$ cat src/rtl/hazard_pkg.sv
// Shared constants, MDU state encoding and the per-source hazard compare.
package hazard_pkg;

    // Tuse code meaning "this source operand is not read".
    localparam logic [1:0] TUSE_NONE = 2'd3;

    localparam int unsigned MULT_CYCLES_DEF = 5;
    localparam int unsigned DIV_CYCLES_DEF  = 10;

    typedef enum logic {
        StIdle = 1'b0,
        StBusy = 1'b1
    } mdState_e;

    // One source operand stalls when an in-flight producer targets it and its
    // result arrives later than ID needs it. Register 0 is hard-wired and never stalls.
    function automatic logic srcStall(
        input logic [4:0] src,
        input logic [1:0] tUse,
        input logic       wenEX,
        input logic [4:0] dstEX,
        input logic [2:0] tNewEX,
        input logic       wenMEM,
        input logic [4:0] dstMEM,
        input logic [2:0] tNewMEM
    );
        logic hitEX;
        logic hitMEM;
        logic lateEX;
        logic lateMEM;
        hitEX   = wenEX & (dstEX == src);
        hitMEM  = wenMEM & (dstMEM == src);
        lateEX  = tNewEX > {1'b0, tUse};
        lateMEM = tNewMEM > {1'b0, tUse};
        return (src != 5'd0) & (tUse != TUSE_NONE) &
               ((hitEX & lateEX) | (hitMEM & lateMEM));
    endfunction

endpackage

$ cat src/rtl/md_busy_timer.sv
// Multiply/divide occupancy tracker: IDLE/BUSY FSM with a down-counter.
// mdBusy is high for exactly N cycles after the start edge; mdDone marks the last one.
module md_busy_timer
    import hazard_pkg::*;
#(
    parameter int unsigned MULT_CYCLES = MULT_CYCLES_DEF,
    parameter int unsigned DIV_CYCLES  = DIV_CYCLES_DEF,
    parameter int unsigned CNT_W       = 4
) (
    input  logic clk,
    input  logic reset_n,
    input  logic mdStart,
    input  logic mdIsDiv,
    output logic mdBusy,
    output logic mdDone
);

    localparam logic [CNT_W-1:0] MULT_LOAD = CNT_W'(MULT_CYCLES);
    localparam logic [CNT_W-1:0] DIV_LOAD  = CNT_W'(DIV_CYCLES);
    localparam logic [CNT_W-1:0] CNT_ONE   = CNT_W'(1);

    mdState_e         stateQ, stateD;
    logic [CNT_W-1:0] timerQ, timerD;

    // State and timer registers; reset discards any in-flight operation.
    always_ff @(posedge clk or negedge reset_n) begin
        if (!reset_n) begin
            stateQ <= StIdle;
            timerQ <= '0;
        end else begin
            stateQ <= stateD;
            timerQ <= timerD;
        end
    end

    // Next-state, timer load/decrement and done pulse.
    always_comb begin
        stateD = stateQ;
        timerD = timerQ;
        mdDone = 1'b0;
        unique case (stateQ)
            StIdle: begin
                if (mdStart) begin
                    stateD = StBusy;
                    timerD = mdIsDiv ? DIV_LOAD : MULT_LOAD;
                end
            end
            StBusy: begin
                // A start seen while busy (including the done cycle) is dropped.
                timerD = timerQ - CNT_ONE;
                if (timerQ == CNT_ONE) begin
                    mdDone = 1'b1;
                    stateD = StIdle;
                end
            end
            default: stateD = StIdle;
        endcase
    end

    assign mdBusy = (stateQ == StBusy);

endmodule

$ cat src/rtl/pipeline_hazard_ctrl.sv
// Hazard and stall sequencer: Tuse/Tnew data-hazard compare, MDU occupancy
// hazard, stall fan-out to PC / IF/ID / ID/EX, and a saturating stall counter.
module pipeline_hazard_ctrl
    import hazard_pkg::*;
#(
    parameter int unsigned MULT_CYCLES = MULT_CYCLES_DEF,
    parameter int unsigned DIV_CYCLES  = DIV_CYCLES_DEF,
    parameter int unsigned CNT_W       = 4,
    parameter int unsigned PERF_W      = 32
) (
    input  logic              clk,
    input  logic              reset_n,
    input  logic [4:0]        rsInID,
    input  logic [4:0]        rtInID,
    input  logic [1:0]        tUseRsInID,
    input  logic [1:0]        tUseRtInID,
    input  logic              mdAccessInID,
    input  logic              regWriteEnabledInEX,
    input  logic [4:0]        regFinalDstInEX,
    input  logic [2:0]        tNewInEX,
    input  logic              regWriteEnabledInMEM,
    input  logic [4:0]        regFinalDstInMEM,
    input  logic [2:0]        tNewInMEM,
    input  logic              mdStartInEX,
    input  logic              mdIsDivInEX,
    output logic              stallOf_IF_ID,
    output logic              resetOf_ID_EX,
    output logic              pcWriteEnabled,
    output logic              mdBusy,
    output logic              mdDone,
    output logic [PERF_W-1:0] stallCycles
);

    localparam logic [PERF_W-1:0] PERF_ONE = PERF_W'(1);

    logic stallRs;
    logic stallRt;
    logic stallMd;
    logic stall;
    logic [PERF_W-1:0] stallCyclesQ;

    md_busy_timer #(
        .MULT_CYCLES(MULT_CYCLES),
        .DIV_CYCLES (DIV_CYCLES),
        .CNT_W      (CNT_W)
    ) uMdTimer (
        .clk    (clk),
        .reset_n(reset_n),
        .mdStart(mdStartInEX),
        .mdIsDiv(mdIsDivInEX),
        .mdBusy (mdBusy),
        .mdDone (mdDone)
    );

    // Same-cycle hazard detection; forced inactive while reset is asserted.
    always_comb begin
        stallRs = srcStall(rsInID, tUseRsInID, regWriteEnabledInEX, regFinalDstInEX, tNewInEX,
                           regWriteEnabledInMEM, regFinalDstInMEM, tNewInMEM);
        stallRt = srcStall(rtInID, tUseRtInID, regWriteEnabledInEX, regFinalDstInEX, tNewInEX,
                           regWriteEnabledInMEM, regFinalDstInMEM, tNewInMEM);
        stallMd = mdAccessInID & (mdBusy | mdStartInEX);
        stall   = reset_n & (stallRs | stallRt | stallMd);
    end

    assign stallOf_IF_ID  = stall;
    assign resetOf_ID_EX  = stall;
    assign pcWriteEnabled = ~stall;

    // Stall-cycle counter, saturating at all-ones.
    always_ff @(posedge clk or negedge reset_n) begin
        if (!reset_n) begin
            stallCyclesQ <= '0;
        end else if (stall && (stallCyclesQ != '1)) begin
            stallCyclesQ <= stallCyclesQ + PERF_ONE;
        end
    end

    assign stallCycles = stallCyclesQ;

endmodule

$ cat config.mk
export PLATFORM = sky130hd
export DESIGN_NAME = pipeline_hazard_ctrl
export DESIGN_NICKNAME = d
export VERILOG_FILES = /design/src/rtl/hazard_pkg.sv /design/src/rtl/md_busy_timer.sv /design/src/rtl/pipeline_hazard_ctrl.sv
export SDC_FILE = /design/constraint.sdc
export NUM_CORES = 1
export LEC_CHECK = 0
export ABC_AREA = 1
export CAP_MARGIN = 15
export CORE_MARGIN = 3
export CORE_UTILIZATION = 51
export DETAILED_ROUTE_END_ITERATION = 10
export PLACE_DENSITY = 0.87
export SYNTH_ARGS = -nofsm -noshare
export SYNTH_HDL_FRONTEND = slang
export SYNTH_HIERARCHICAL = 1
export SYNTH_SLANG_ARGS = --single-unit
$ cat constraint.sdc
create_clock -name clk -period 2.3 [get_ports clk]
set_clock_uncertainty 0.05 [all_clocks]
set_input_delay 0.46 -clock clk [delete_from_list [all_inputs] [get_ports clk]]
set_output_delay 0.46 -clock clk [all_outputs]
set_load 0.005 [all_outputs]
==> summary.txt <==
Outcome
  – Status: finished, final reports clean

Cells and area
  – Layout cells sized above 1: 12.0%
  – Sequential Area: 926 um^2
  – Area growth syn-to-layout: 30.0%
  – Most frequent cells in the layout: nand2_1, inv_1, nor2_1
  – Filler cells: 552
  – Multi-input logic area: between 2000 and 2500 um^2
  – Antenna diodes: 0
  – Layout Nets: 628
  – Most common cell after layout, fill and taps aside: nand2_1

Power
  – Internal Power: approximately 1.5 mW
  – Seq pwr share: a little under two fifths
  – Comb power frac: 32.2%
  – Peak VDD IR: 0.453 mV
  – Pwr Density: 542 nW/um^2
  – Clk pwr share: 30.1%
  – NetSw: 781 uW
  – Leakage: 2.11 nW
  – Power after layout: 2.31 mW
  – Sw Share: about a third

Synthesis
  – Seq cells post-synth: 37
  – Number of library cell types mapped by synthesis: 31
  – Yosys Warn Count: 6
  – Share of the synthesized area in the top cell type: 28.3%
  – Synthesized net count: 548
  – Seq/Total Area, Yosys: between 20 and 30%
  – Top cell type by total area after synthesis: dfrtp_1
  – Cells after Synth: 500
  – Cell area after synthesis: 3270 um^2
  – Mean post-synth cell area: roughly 6.5 um^2
  – Leading post-synthesis cells by cell area: dfrtp_1, nand2_1, nand4_1

Global route
  – All-layer global routing usage: 25.0%
  – Total congestion overflow: 0
  – Vias in the first global route: 3307
  – First-pass GRT wire length: 15.0 mm
  – Pin count of the biggest net entering global routing: 76
  – Initial antenna violation count: 0

Timing
  – Final Cycle Share: between 90% and 100%
  – Least-Margin Pin Slew: 0.451 ns
  – Final setup fails: 0
  – Max Fclk: roughly 0.45 GHz
  – Max Slew Vio Count: 0
  – RSZ-0062 raised after global routing: no
  – Hold slack: 0.145 ns
  – Period minus WS final: 2.22 ns
  – Slew margin rel.: between 60% and 70%
  – Setup TNS: 0 ns
  – Setup WS post-layout: 0.0751 ns
  – Final hold vios: 0

Setup path
  – Crit path cell chain: buf_2 > ha_4 > inv_1 > o21bai_1 > nand2_1 > nand2_1 > nand3_1 > nand2_1 > nand2_2 > nand3_4 > nand2_2 > inv_2 > buf_2
  – Setup crit end kind: output pin
  – Crit Path Category: input pin to output pin
  – CP max stage cell: ha_4
  – Crit-path max FO: 2
  – CP Launch Type: input pin
  – Required @ worst endpoint: around 1.8 ns
  – CP most frequent cell: nand2_1
  – Crit path DAT: 1.71 ns
  – Highest cell delay on the worst timing path: 0.27 ns

Floorplan
  – Die Area: ~7400 um^2
  – Top Ports: 74
  – Die width: 86.1 um
  – Initial Utilization: 53.9%
  – Core Area: just over 6000 um^2
  – Die H: 86.1 um
  – # rows: 28

Place
  – Gpl congestion: 0.953
  – Setup Slack @ Placement: -0.782 ns
  – Post-DP HPWL: ~7 mm
  – I/O Buffers: 73

Detailed routing
  – Vias/cell: approximately 5.4
  – WL/cell: between 10 and 15 um
  – WL final: 9.01 mm
  – 1st-pass router iterations: 6
  – DRC viols: 0
  – Remaining antenna violation count: 0
  – Via count: between 3000 and 4000
  – Detailed Route Iter0 Violations: 191

Clock tree
  – CTS Buffer Depth: 2
  – Clk pin slew, worst setup/hold paths: 0.09 ns
  – Post-CTS Setup Inserts: 0
  – H-tree depth: 2
  – CTS tree: built
  – Latest clock arrival within the worst-skew pair: 0.29 ns
  – Clock sinks: 37
  – CTS Buf Count: 5
  – Root buf cell: clkbuf_8
  – Post-CTS Hold Buffers: 0

Min path
  – Worst Hold Class: input pin to asynchronous set/reset pin

Run
  – Count of max-cap constraint violations: 0
-- kinds of logic after synthesis --
family                     share of synthesized area, %
and+or+nand+nor                                    46.2
xor gates and xnor gates                           6.97
adders and majority gates                          4.21
DFF                                                28.3
AOI/OAI and AO/OA                                  2.18
buffers and inverters                              12.1
-- final cells by class --
type / count / share of cell area, %
well taps: 75 / 2.21
inverters: 67 / 5.98
flip-flops and latches: 37 / 21.8
clock inverters: 3 / 1.62
repair buffers: 87 / 18.2
multi-input cells: 382 / 48.6
clock buffers: 5 / 1.62
-- registers in the layout, summed over array words and instances, names as in the netlist --
register	flops
uMdTimer/timerQ	4
stallCycles	32
uMdTimer/mdBusy	1
-- Yosys cell counts --
cell type and count:
inv_1 64, nand3b_1 4, clkbuf_4 3, o21bai_1 1
xnor2_1 8, buf_6 5, a21boi_1 1, nand4_1 39
buf_4 2, and3_1 1, nand3_4 3, nor2_4 4
o21ai_0 4, buf_8 3, inv_2 2, a31oi_1 1
nor3_1 14, xor2_1 18, nor4_2 1, clkinv_1 1
o211ai_1 2, a21oi_1 3, dfrtp_1 37, ha_1 11
buf_2 1, nand3_2 2, nor3_2 1, nand3_1 22
nand2_2 1, nand2_1 196, nor2_1 45
-- per-stage QoR --
step           instance area (um^2)  util [%]  cells
2_1_floorplan                  3270         -    500
3_3_place_gp                   4060      67.0    648
3_5_place_dp                   4060      67.0    648
4_1_cts                        4220      69.6    656
5_1_grt                        4250      70.1    656
6_report                       4250      70.1    656
-- timing repair --
action,4_1_cts,5_1_grt
endpoints found under the setup margin,35,30
pin swaps,18,10
gates resized for setup,73,18
-- power by group through the flow --
stage          registers [mW]  logic, mW  clock network (mW)
2_1_floorplan           0.872      0.431                   0
3_3_place_gp            0.878      0.718                   0
3_5_place_dp            0.878      0.738                   0
4_1_cts                 0.866      0.735               0.698
5_1_grt                 0.886      0.839               0.725
6_report                0.868      0.743               0.694
-- layer usage --
metal	GRT usage, %	part of all wire (%)
met1	35.9	44
met2	39.8	46
met3	3.94	7.8
met4	5.04	1.7
met5	0	0
-- worst max-delay path, delay by kind of cell --
| family | cells | cell delay, ns |
|---|---|---|
| AOI/OAI and AO/OA | 1 | 0.15 |
| adders and majority gates | 1 | 0.27 |
| buffers and inverters | 4 | 0.34 |
| and+or+nand+nor | 7 | 0.49 |
-- path summary, 6_finish.rpt --
| check | start | end | slack [ns] | cells past startpoint |
|---|---|---|---|---|
| worst max-delay path | tNewInEX[1] | stallOf_IF_ID | 0.08 | 13 |
| worst min-delay path | reset_n | stallCycles[2] | 0.15 | 2 |
| worst max register to register | stallCycles[0] | stallCycles[14] | 0.20 | 9 |
| worst min register to register | stallCycles[16] | stallCycles[16] | 0.49 | 2 |
| max in group asynchronous | reset_n | stallCycles[10] | 1.76 | 2 |
| min in group clk | stallCycles[16] | stallCycles[16] | 0.49 | 2 |
Note: power is estimated with default switching activity, not from simulation.
